## src/rtl/sccb_write_arbiter_pkg.sv

```systemverilog
// Shared types and helpers for the SCCB write arbiter and its round-robin picker.
// Word layout is {reg_addr[15:0], value[7:0]}; reg_addr DELAY_ADDR marks a millisecond delay.
package sccb_pkg;

  localparam logic [15:0] DELAY_ADDR  = 16'hFFFF;
  localparam int          SCCB_WORD_W = 24;
  localparam int          MAX_REQ     = 8;

  typedef enum logic [2:0] {
    IDLE,
    SEND,
    RELEASE,
    DELAY,
    DONE
  } arb_state_t;

  // Callers zero-extend their flattened bus to MAX_REQ slots.
  function automatic logic [SCCB_WORD_W-1:0] get_slot(
    input logic [SCCB_WORD_W*MAX_REQ-1:0] flat,
    input int                             idx
  );
    return SCCB_WORD_W'(flat >> (idx * SCCB_WORD_W));
  endfunction

endpackage

```

## src/rtl/sccb_write_arbiter_if.sv

```systemverilog
// Requester and engine-side bundle of the SCCB write arbiter.
// master drives requests and the engine ack; slave is the arbiter.
interface sccb_write_arbiter_if
  import sccb_pkg::*;
#(
  parameter int NUM_REQ = 3
);

  logic [NUM_REQ-1:0]             req_valid;
  logic [SCCB_WORD_W*NUM_REQ-1:0] req_data;
  logic [NUM_REQ-1:0]             req_done;
  logic [NUM_REQ-1:0]             req_err;
  logic [31:0]                    i2c_data;
  logic                           i2c_req;
  logic                           i2c_ack;
  logic                           busy;
  logic [NUM_REQ-1:0]             grant;

  modport master (
    output req_valid, req_data, i2c_ack,
    input  req_done, req_err, i2c_data, i2c_req, busy, grant
  );

  modport slave (
    input  req_valid, req_data, i2c_ack,
    output req_done, req_err, i2c_data, i2c_req, busy, grant
  );

endinterface

```

## src/rtl/sccb_write_arbiter_rr_arbiter.sv

```systemverilog
// Combinational round-robin pick: first asserted req at or after ptr, wrapping at N-1.
// Zero latency; no state, the caller owns ptr and decides when a pick is taken.
module rr_arbiter #(
  parameter int N  = 3,
  parameter int PW = (N > 1) ? $clog2(N) : 1
) (
  input  logic [N-1:0]  req,
  input  logic [PW-1:0] ptr,
  output logic [N-1:0]  gnt,
  output logic          vld
);

  logic [N-1:0] sel;
  int           j;

  always_comb begin
    gnt = '0;
    vld = 1'b0;
    sel = '0;
    j   = 0;
    for (int k = 0; k < N; k++) begin
      j = int'(ptr) + k;
      if (j >= N) j = j - N;
      sel = N'(1) << j;
      if (!vld && (req & sel) != '0) begin
        gnt = sel;
        vld = 1'b1;
      end
    end
  end

endmodule

```

## src/rtl/sccb_write_arbiter.sv

```systemverilog
// Shares one SCCB write engine among NUM_REQ requesters with four-phase req/ack and in-stream ms delays.
// Grant 1 cycle after req_valid; requesters hold valid until req_done, nothing is queued internally.
module sccb_write_arbiter
  import sccb_pkg::*;
#(
  parameter int          NUM_REQ     = 3,
  parameter logic [7:0]  DEV_ADDR    = 8'h78,
  parameter int          MS_CYCLES   = 25000,
  parameter int          ACK_TIMEOUT = 2_500_000
) (
  input  logic                 clk_25M,
  input  logic                 rst_100,
  sccb_write_arbiter_if.slave  bus
);

  localparam int PW    = $clog2(NUM_REQ);
  localparam int DLY_W = $clog2(255 * MS_CYCLES + 1);
  localparam int TO_W  = $clog2(ACK_TIMEOUT + 1);

  arb_state_t                   state;
  logic                         ack_m;
  logic                         ack_s;
  logic                         ack_wait;
  logic [PW-1:0]                rr_ptr;
  logic [DLY_W-1:0]             dly_cnt;
  logic [TO_W-1:0]              to_cnt;
  logic [NUM_REQ-1:0]           grant;
  logic [NUM_REQ-1:0]           req_done;
  logic [NUM_REQ-1:0]           req_err;
  logic [31:0]                  i2c_data;
  logic                         i2c_req;
  logic                         busy;

  logic [NUM_REQ-1:0]           pick;
  logic                         pick_vld;
  logic [PW-1:0]                win_idx;
  logic [PW-1:0]                next_ptr;
  logic [SCCB_WORD_W*MAX_REQ-1:0] data_ext;
  logic [SCCB_WORD_W-1:0]       win_word;
  logic                         to_hit;

  always_ff @(posedge clk_25M or posedge rst_100) begin
    if (rst_100) begin
      ack_m <= 1'b0;
      ack_s <= 1'b0;
    end else begin
      ack_m <= bus.i2c_ack;
      ack_s <= ack_m;
    end
  end

  rr_arbiter #(.N(NUM_REQ), .PW(PW)) u_rr (
    .req (bus.req_valid),
    .ptr (rr_ptr),
    .gnt (pick),
    .vld (pick_vld)
  );

  always_comb begin
    win_idx = '0;
    for (int i = 0; i < NUM_REQ; i++) begin
      if ((pick & (NUM_REQ'(1) << i)) != '0) win_idx = PW'(i);
    end
    data_ext = '0;
    data_ext[SCCB_WORD_W*NUM_REQ-1:0] = bus.req_data;
  end

  assign win_word = get_slot(data_ext, int'(win_idx));
  assign next_ptr = (win_idx == PW'(NUM_REQ - 1)) ? '0 : win_idx + PW'(1);
  assign to_hit   = (to_cnt == TO_W'(ACK_TIMEOUT - 1));

  always_ff @(posedge clk_25M or posedge rst_100) begin
    if (rst_100) begin
      state    <= IDLE;
      i2c_req  <= 1'b0;
      i2c_data <= '0;
      req_done <= '0;
      req_err  <= '0;
      busy     <= 1'b0;
      grant    <= '0;
      rr_ptr   <= '0;
      dly_cnt  <= '0;
      to_cnt   <= '0;
      ack_wait <= 1'b0;
    end else begin
      req_done <= '0;
      req_err  <= '0;
      case (state)
        IDLE: begin
          if (!ack_s) ack_wait <= 1'b0;
          // After a timeout the engine may still hold ack; it must clear before a new request.
          if (pick_vld && (!ack_wait || !ack_s)) begin
            grant  <= pick;
            rr_ptr <= next_ptr;
            busy   <= 1'b1;
            to_cnt <= '0;
            if (win_word[23:8] == DELAY_ADDR) begin
              state   <= DELAY;
              dly_cnt <= DLY_W'(win_word[7:0]) * DLY_W'(MS_CYCLES);
            end else begin
              state    <= SEND;
              i2c_data <= {DEV_ADDR, win_word};
              i2c_req  <= 1'b1;
            end
          end
        end
        SEND: begin
          if (ack_s) begin
            i2c_req <= 1'b0;
            to_cnt  <= '0;
            state   <= RELEASE;
          end else if (to_hit) begin
            i2c_req  <= 1'b0;
            ack_wait <= 1'b1;
            req_done <= grant;
            req_err  <= grant;
            state    <= DONE;
          end else begin
            to_cnt <= to_cnt + 1'b1;
          end
        end
        RELEASE: begin
          if (!ack_s) begin
            req_done <= grant;
            state    <= DONE;
          end else if (to_hit) begin
            ack_wait <= 1'b1;
            req_done <= grant;
            req_err  <= grant;
            state    <= DONE;
          end else begin
            to_cnt <= to_cnt + 1'b1;
          end
        end
        DELAY: begin
          if (dly_cnt == '0) begin
            req_done <= grant;
            state    <= DONE;
          end else begin
            dly_cnt <= dly_cnt - 1'b1;
          end
        end
        DONE: begin
          grant <= '0;
          busy  <= 1'b0;
          state <= IDLE;
        end
        default: state <= IDLE;
      endcase
    end
  end

  assign bus.req_done = req_done;
  assign bus.req_err  = req_err;
  assign bus.i2c_data = i2c_data;
  assign bus.i2c_req  = i2c_req;
  assign bus.busy     = busy;
  assign bus.grant    = grant;

endmodule
```

## src/flat_wrapper.sv

```systemverilog
// flat-port wrapper written by rule: the top's interface ports become plain ports
module sccb_write_arbiter_flat import sccb_pkg::*;
#(
  parameter int          NUM_REQ     = 3,
  parameter logic [7:0]  DEV_ADDR    = 8'h78,
  parameter int          MS_CYCLES   = 25000,
  parameter int          ACK_TIMEOUT = 2_500_000
)
  (clk_25M, rst_100, bus_req_valid, bus_req_data, bus_i2c_ack, bus_req_done, bus_req_err, bus_i2c_data, bus_i2c_req, bus_busy, bus_grant);
  sccb_write_arbiter_if #(.NUM_REQ(NUM_REQ)) bus_i ();
  input  logic clk_25M;
  input  logic rst_100;
  input wire logic [$bits(bus_i.req_valid)-1:0] bus_req_valid;
  input wire logic [$bits(bus_i.req_data)-1:0] bus_req_data;
  input wire logic [$bits(bus_i.i2c_ack)-1:0] bus_i2c_ack;
  output wire logic [$bits(bus_i.req_done)-1:0] bus_req_done;
  output wire logic [$bits(bus_i.req_err)-1:0] bus_req_err;
  output wire logic [$bits(bus_i.i2c_data)-1:0] bus_i2c_data;
  output wire logic [$bits(bus_i.i2c_req)-1:0] bus_i2c_req;
  output wire logic [$bits(bus_i.busy)-1:0] bus_busy;
  output wire logic [$bits(bus_i.grant)-1:0] bus_grant;
  assign bus_i.req_valid = bus_req_valid;
  assign bus_i.req_data = bus_req_data;
  assign bus_i.i2c_ack = bus_i2c_ack;
  assign bus_req_done = bus_i.req_done;
  assign bus_req_err = bus_i.req_err;
  assign bus_i2c_data = bus_i.i2c_data;
  assign bus_i2c_req = bus_i.i2c_req;
  assign bus_busy = bus_i.busy;
  assign bus_grant = bus_i.grant;
  sccb_write_arbiter #(.NUM_REQ(NUM_REQ), .DEV_ADDR(DEV_ADDR), .MS_CYCLES(MS_CYCLES), .ACK_TIMEOUT(ACK_TIMEOUT)) u_core (.clk_25M(clk_25M), .rst_100(rst_100), .bus(bus_i));
endmodule
```

## config.mk

```make
export PLATFORM = sky130hd
export DESIGN_NAME = sccb_write_arbiter_flat
export DESIGN_NICKNAME = d
export VERILOG_FILES = /design/src/rtl/sccb_write_arbiter_pkg.sv /design/src/rtl/sccb_write_arbiter_if.sv /design/src/rtl/sccb_write_arbiter_rr_arbiter.sv /design/src/rtl/sccb_write_arbiter.sv /design/src/flat_wrapper.sv
export SDC_FILE = /design/constraint.sdc
export NUM_CORES = 1
export LEC_CHECK = 0
export CAP_MARGIN = 20
export CORE_ASPECT_RATIO = 1.25
export CORE_MARGIN = 5
export CORE_UTILIZATION = 50
export CTS_CLUSTER_SIZE = 8
export DETAILED_ROUTE_END_ITERATION = 6
export PLACE_DENSITY = 0.77
export SYNTH_ARGS = -nofsm -noshare
export SYNTH_HDL_FRONTEND = slang
export SYNTH_SLANG_ARGS = --single-unit
export TNS_END_PERCENT = 1
```

## constraint.sdc

```tcl
create_clock -name clk_25M -period 7.3 [get_ports clk_25M]
set_input_delay 1.825 -clock clk_25M [delete_from_list [all_inputs] [get_ports clk_25M]]
set_output_delay 1.825 -clock clk_25M [all_outputs]
set_load 0.02 [all_outputs]
```

# Word level (Yosys, flattened, before mapping)
# Cells that the tools add are included.
# totals
in_bits	78
reg_bits	89
# op_classes
shifts	4
eq_ne	16
n_mul	2
muxes	49
add_sub_neg	8
n_reduce_logical	25
bitwise	4
order_cmp	3
# op_table
op	count
$mux 32	3
$shl 1x32->3 const A	3
$mux 22	4
$shr 72x7->24	1
$mux 23	3
$pmux 22 s3	1
$pmux 23 s2	1
$mux 3	14
$logic_not 23->1	1
$sub 23x1->23 const B	1
$add 22x1->22 const B	1
$eq 22x22->1 const B	1
$mul 8x12->20 const B	1
$eq 16x16->1 const B	1
$mux 1	13
$pmux 3 s2	2
$pmux 3 s4	1
$reduce_and 4->1	3
$reduce_bool 3->1	4
$and 3x3->3	3
$pmux 3 s3	1
$ne 2x1->1 const B	4
$ne 2x2->1 const B	4
$sub 3x2->4 const B	2
23 further kinds	38

# Depth between registers and ports, before layout
# depth
word_depth	20
ltp_mapped	27
mapped_depth_nobuf	23

# Modules after synthesis
# From an unflattened synthesis, not the netlist that was laid out.
# hier_totals
cells_unflattened	730
area_unflattened_um2	6613.8
# modules_own_cells
mod	cells_each	n_inst	area_each_um2
sccb_write_arbiter	691	1	6332.3
rr_arbiter	39	1	281.5

# Worst setup path before layout
# No wires, ideal clock.
# synth_path
path_kind	in2reg
from	in bus_req_valid[1]
to	reg u_core.dly_cnt[21]
t_arrival_ns	6.716
setup_slack_ns	0.461
path_buffers	3
cell_stages	23
cell_sequence	a21oi_1 -> a21bo_1 -> buf_2 -> clkbuf_1 -> nand2_1 -> clkbuf_1 -> o21ai_0 -> ha_1 -> ha_1 -> inv_1 -> fa_1 -> inv_1 -> fa_1 -> ha_1 -> o21ai_0 -> a21oi_1 -> o211ai_1 -> a21oi_1 -> o41ai_1 -> o21bai_1 -> a21oi_1 -> xnor2_1 -> o221a_2
# synth_via
elab_chain_cells	17
elab_cells_between_ends	29
cone_classes	2 x mul; 3 x eq/ne; 1 x shift; 11 x mux; 3 x bitwise; 9 x reduce/logical
# synth_lines
item	line_no	source
from (decl)	flat_wrapper.sv:13	input wire logic [$bits(bus_i.req_valid)-1:0] bus_req_valid;
$and 3x3->3	sccb_write_arbiter_rr_arbiter.sv:25	if (!vld && (req & sel) != '0) begin
$reduce_bool 3->1	sccb_write_arbiter_rr_arbiter.sv:25	
$mux 1	sccb_write_arbiter_rr_arbiter.sv:25	
$logic_not 1->1	sccb_write_arbiter_rr_arbiter.sv:25	
$logic_and 1x1->1	sccb_write_arbiter_rr_arbiter.sv:25	
$mux 1	sccb_write_arbiter_rr_arbiter.sv:25	
$logic_not 1->1	sccb_write_arbiter_rr_arbiter.sv:25	
$logic_and 1x1->1	sccb_write_arbiter_rr_arbiter.sv:25	
[... 2 more ...]	n/a	
$mux 2 (*)	sccb_write_arbiter.sv:62	if ((pick & (NUM_REQ'(1) << i)) != '0) win_idx = PW'(i);
$mul 2x2->4 (*)	sccb_write_arbiter_pkg.sv:22	return SCCB_WORD_W'(flat >> (idx * SCCB_WORD_W));
$shr 72x7->24 (*)	sccb_write_arbiter_pkg.sv:22	
net u_core.win_word[2]	sccb_write_arbiter.sv:39	logic [SCCB_WORD_W-1:0] win_word;
$mul 8x12->20 (*)	sccb_write_arbiter.sv:99	dly_cnt <= DLY_W'(win_word[7:0]) * DLY_W'(MS_CYCLES);
$mux 23 (*)	sccb_write_arbiter.sv:97	if (win_word[23:8] == DELAY_ADDR) begin
$mux 23 (*)	sccb_write_arbiter.sv:92	if (pick_vld && (!ack_wait || !ack_s)) begin
$pmux 23 s2 (*)	sccb_write_arbiter.sv:88	case (state)
to (signal assigned)	sccb_write_arbiter.sv:99	
to (signal assigned)	sccb_write_arbiter.sv:140	dly_cnt <= dly_cnt - 1'b1;
to (decl)	sccb_write_arbiter.sv:25	logic [DLY_W-1:0] dly_cnt;
# The timed path passes the listed nets; every way through them passes the cells marked *. The select of a mux whose other input is x is not followed.
# A chain may end at the register's enable or synchronous reset.

# Final worst setup path
# layout_path
from	in bus_req_valid[2]
to	reg u_core.dly_cnt[21]
# The elaborated chain is that of the path after synthesis.

==> run_results.csv <==
group,metric,value,unit
critical_path,path_class,"in2reg",
yosys,yosys_warnings,0,
yosys,yosys.cell_count.top_type,"dfrtp_1",
yosys,synth-seq-cells,89,
cts,root_buffer,"clkbuf_16",
cts,clock-sinks,89,
timing,holdWs,0.361,ns
placement,dp.cells,1004,
critical_path,crit_chain,"clkdlybuf4s50_1, nor2b_1, o21a_1, nor2_2, buf_12, mux2i_1, o21ai_0, ha_1, ha_1, fa_1, ha_1, ha_1, o21ai_0, a21oi_1, o211ai_1, a21oi_1, o41ai_2, o21bai_1, a21oi_1, xnor2_1, o221a_2",
min_path,hold_depth,0,
yosys,syn_inst,733,
min_path,hold_path_end,"u_core.ack_s",
timing,post-route-period-util,95.6,%
cts,clkLatencyLatePin,0.35,ns
global_routing,grt_pass1_wl,29.9,mm
routing,drt_wl_total,18.4,mm
finish,final_nets,993,
cts,cts_inserted_buffers,9,
yosys,yosysSeqAreaShare,33.8,%
pwr,powerDensity,193,nW/um^2
critical_path,critPathRequiredTime,7.54,ns
timing,slew-limit-headroom,35.0,%
yosys,synthTopCellsByCount,"89 x dfrtp_1, 80 x nor2_1, 56 x ha_1, 50 x a21oi_1, 50 x o21ai_0",
placement,io_buffers,116,
cts,post_cts_buffers,0,
cts,path_clk_slew,0.07,ns
timing,drv_slew,0,
pwr,vdd_drop_max,0.132,mV
yosys,synth_edf_count,0,
placement,gp_congestion,0.891,
cts,clk_path_buf_depth,2,
global_routing,gr-total-overflow,0,
critical_path,endpoint_kind,"flop",
timing,skew,0.0120,ns
critical_path,crit_top_cell,"ha_1",
min_path,hp-class,"reg2reg",
critical_path,ff2ff_path_depth,22,
timing,max_slew.worst_pin.slew,0.972,ns
timing,period_needed,6.98,ns
finish,drive_gt1_share,8.22,%
routing,wl_per_cell,18.0,um
cts,cts_tree,"built",
critical_path,critical_path.reg2reg.startpoint,"u_core.rr_ptr[0]",
global_routing,grt_max_degree,53,
finish,nFillCells,1041,
die,die_h,138,um
yosys,synth_area_leaders,"dfrtp_1 34%, ha_1 11%, nor2_1 4.6%",
yosys,synth.top_cell.area_share,33.8,%
routing,vias_per_cell,5.87,
yosys,synth.avg_cell_area,8.99,um^2
global_routing,grtUsageTotal,23.4,%
critical_path,critPathArrivalTime,7.22,ns
die,core_area,13100,um^2
timing,rsz0062_at_grt,"false",
die,initial_utilization,50.3,%
timing,setup_viol,0,
timing,hold_violations,0,
timing,fmax,0.143,GHz
placement,dp_hpwl,14.1,mm
die,die_area,15600,um^2
critical_path,crit_path_top_delay_cell,"clkdlybuf4s50_1",
min_path,holdCritStartpoint,"u_core.ack_m",
critical_path,r2r_slack,1.55,ns
cts,cts_hold_buffers,0,
yosys,synth_async_sr_flop_share,100,%
critical_path,path_delay_family,"compound AO/OA/AOI/OAI gates",
finish,synthToLayoutAreaGrowth,25.9,%
die,die_w,113,um
critical_path,path_max_fanout,9,
routing,dr.first_iter.drc_count,410,
routing,postRouteAntennaNets,0,
yosys,yosysUniqueCellTypes,62,
run_status,outcome,"finished, final reports clean",
critical_path,worst-path-buf-inv,2,
job,maxCapViolCount,0,
cts,htreeDepth,3,
global_routing,grt_pass1_vias,5979,
routing,firstDrtPassIters,5,
yosys,netlist_area,6590,um^2
die,num_io_pins,121,
die,num_rows,47,
global_routing,grt_antenna_before_repair,1,
routing,drc,0,
yosys,ys.flop_type,"dfrtp_1",
cts,cts_resized,0,
finish,fin_cells,1024,
yosys,synth_top_cell_by_area,"dfrtp_1",
routing,num_vias,6006,
critical_path,timing.rr.end,"u_core.dly_cnt[21]",
critical_path,critPathLaunchType,"input pin",
critical_path,cp_slowest_stage_delay,0.62,ns
pwr,power.leakage,3.74,nW
flip-flops by register name (all words and copies together) (netlist names):
signal / flops
u_core.bus.grant: 3
u_core.bus.i2c_req: 1
u_core.rr_ptr: 2
u_core.state: 3
u_core.dly_cnt: 23
u_core.ack_m: 1
u_core.bus.i2c_data: 25
u_core.bus.req_done: 3
u_core.ack_s: 1
u_core.bus.busy: 1
u_core.bus.req_err: 3
u_core.to_cnt: 22
u_core.ack_wait: 1
through the flow:
| step | utilization [%] | area [um^2] | setup TNS (ns) | power, W | setup slack, ns |
|---|---|---|---|---|---|
| final | 63.3 | 8300 | 0 | 0.00160 | 0.322 |
| after global placement | 60.5 | 7930 | 0 | 0.00107 | 0.0228 |
| after CTS | 63.0 | 8270 | 0 | 0.00160 | 0.177 |
| after floorplan | - | 6600 | 0 | 0.000915 | 0.461 |
| after detailed placement | 60.5 | 7930 | -0.345 | 0.00108 | -0.149 |
| after global routing | 63.3 | 8300 | 0 | 0.00170 | 0.0730 |
worst reg2reg max path: stages (launching register included):
cell and delay (ns):
dfrtp_1 0.35, inv_1 0.06, ha_1 0.39, a21o_1 0.23, o21a_1 0.21, nor2_2 0.17
buf_12 0.17, mux2i_1 0.08, o21ai_0 0.52, ha_1 0.38, ha_1 0.30, fa_1 0.49
ha_1 0.30, ha_1 0.33, o21ai_0 0.26, a21oi_1 0.12, o211ai_1 0.26, a21oi_1 0.15
o41ai_2 0.27, o21bai_1 0.10, a21oi_1 0.18, xnor2_1 0.09, o221a_2 0.24
per-layer routing:
metal	vias to the layer above	track usage (%)	wire length, um
li1	2862	-	-
met5	-	0	0
met4	0	9.81	665
met2	177	40.0	9250
met1	2915	29.6	7760
met3	52	3.02	723
cell families (layout without fill, tap and decap cells):
family / Yosys count / count (layout) / synth area share [%]
adders and majority gates: 68 / 68 / 14.3
DFF: 89 / 89 / 33.8
xor gates and xnor gates: 32 / 32 / 4.25
AOI/OAI and AO/OA: 190 / 190 / 17.3
other: 1 / 5 / 0.0569
muxes: 34 / 34 / 6.63
and+or+nand+nor: 249 / 249 / 18.8
buffers and inverters: 70 / 186 / 4.94
cell type report:
| class | instances | area (um^2) | area share (%) |
|---|---|---|---|
| Multi-Input combinational cell | 577 | 4060 | 49.0 |
| Sequential cell | 89 | 2230 | 26.8 |
| Timing Repair Buffer | 137 | 1330 | 16.0 |
| Clock buffer | 11 | 253 | 3.05 |
| Tap cell | 171 | 214 | 2.58 |
| Inverter | 33 | 125 | 1.51 |
| Clock inverter | 5 | 85.1 | 1.03 |
| Antenna cell | 1 | 2.50 | 0.0302 |
placed cells by master (no fill, tap or decap), types with 4 or more instances in the layout:
| cell type | synthesis | final |
|---|---|---|
| xor2_1 | 20 | 20 |
| a31oi_1 | 26 | 26 |
| nor3b_1 | 4 | 4 |
| buf_4 | 8 | 19 |
| xnor2_1 | 12 | 12 |
| inv_1 | 33 | 32 |
| nor4_1 | 11 | 11 |
| clkdlybuf4s50_1 | 0 | 116 |
| nor3_1 | 9 | 9 |
| or3_1 | 7 | 7 |
| and3_1 | 12 | 12 |
| a22oi_1 | 5 | 5 |
| conb_1 | 1 | 4 |
| nor2_1 | 80 | 79 |
| clkbuf_16 | 0 | 9 |
| nor2b_1 | 12 | 12 |
| o21ai_1 | 16 | 17 |
| mux2_4 | 18 | 18 |
| nand2b_1 | 5 | 5 |
| o21ai_0 | 50 | 49 |
| o21a_1 | 7 | 7 |
| o22a_1 | 10 | 10 |
| and2_1 | 4 | 4 |
| mux2_2 | 5 | 5 |
| nand2_1 | 41 | 41 |
| nand3_1 | 38 | 38 |
| fa_1 | 12 | 12 |
| mux2i_1 | 11 | 11 |
| ha_1 | 56 | 56 |
| dfrtp_1 | 89 | 89 |
| nand4_1 | 12 | 12 |
| a21oi_1 | 50 | 50 |
report_power, final:
group | total [W] | switching (W) | leakage, nW | internal [W]
logic | 0.000586 | 0.000316 | 2.39 | 0.000269
clock network | 0.000522 | 0.000202 | 0.162 | 0.000321
registers | 0.000494 | 0.000000874 | 1.18 | 0.000494
how the worst max path moves through the flow:
stage,to,start,slack [ns],depth (start not counted)
2_1_floorplan,u_core.dly_cnt[21],bus_req_valid[1],0.46,23
3_3_place_gp,u_core.dly_cnt[21],bus_req_valid[2],0.02,23
3_5_place_dp,u_core.dly_cnt[21],bus_req_valid[2],-0.15,23
4_1_cts,u_core.dly_cnt[21],bus_req_valid[2],0.18,23
5_1_grt,u_core.dly_cnt[21],bus_req_valid[2],0.07,23
6_report,u_core.dly_cnt[21],bus_req_valid[2],0.32,21
No activity file was read; power rests on OpenSTA's default activity.
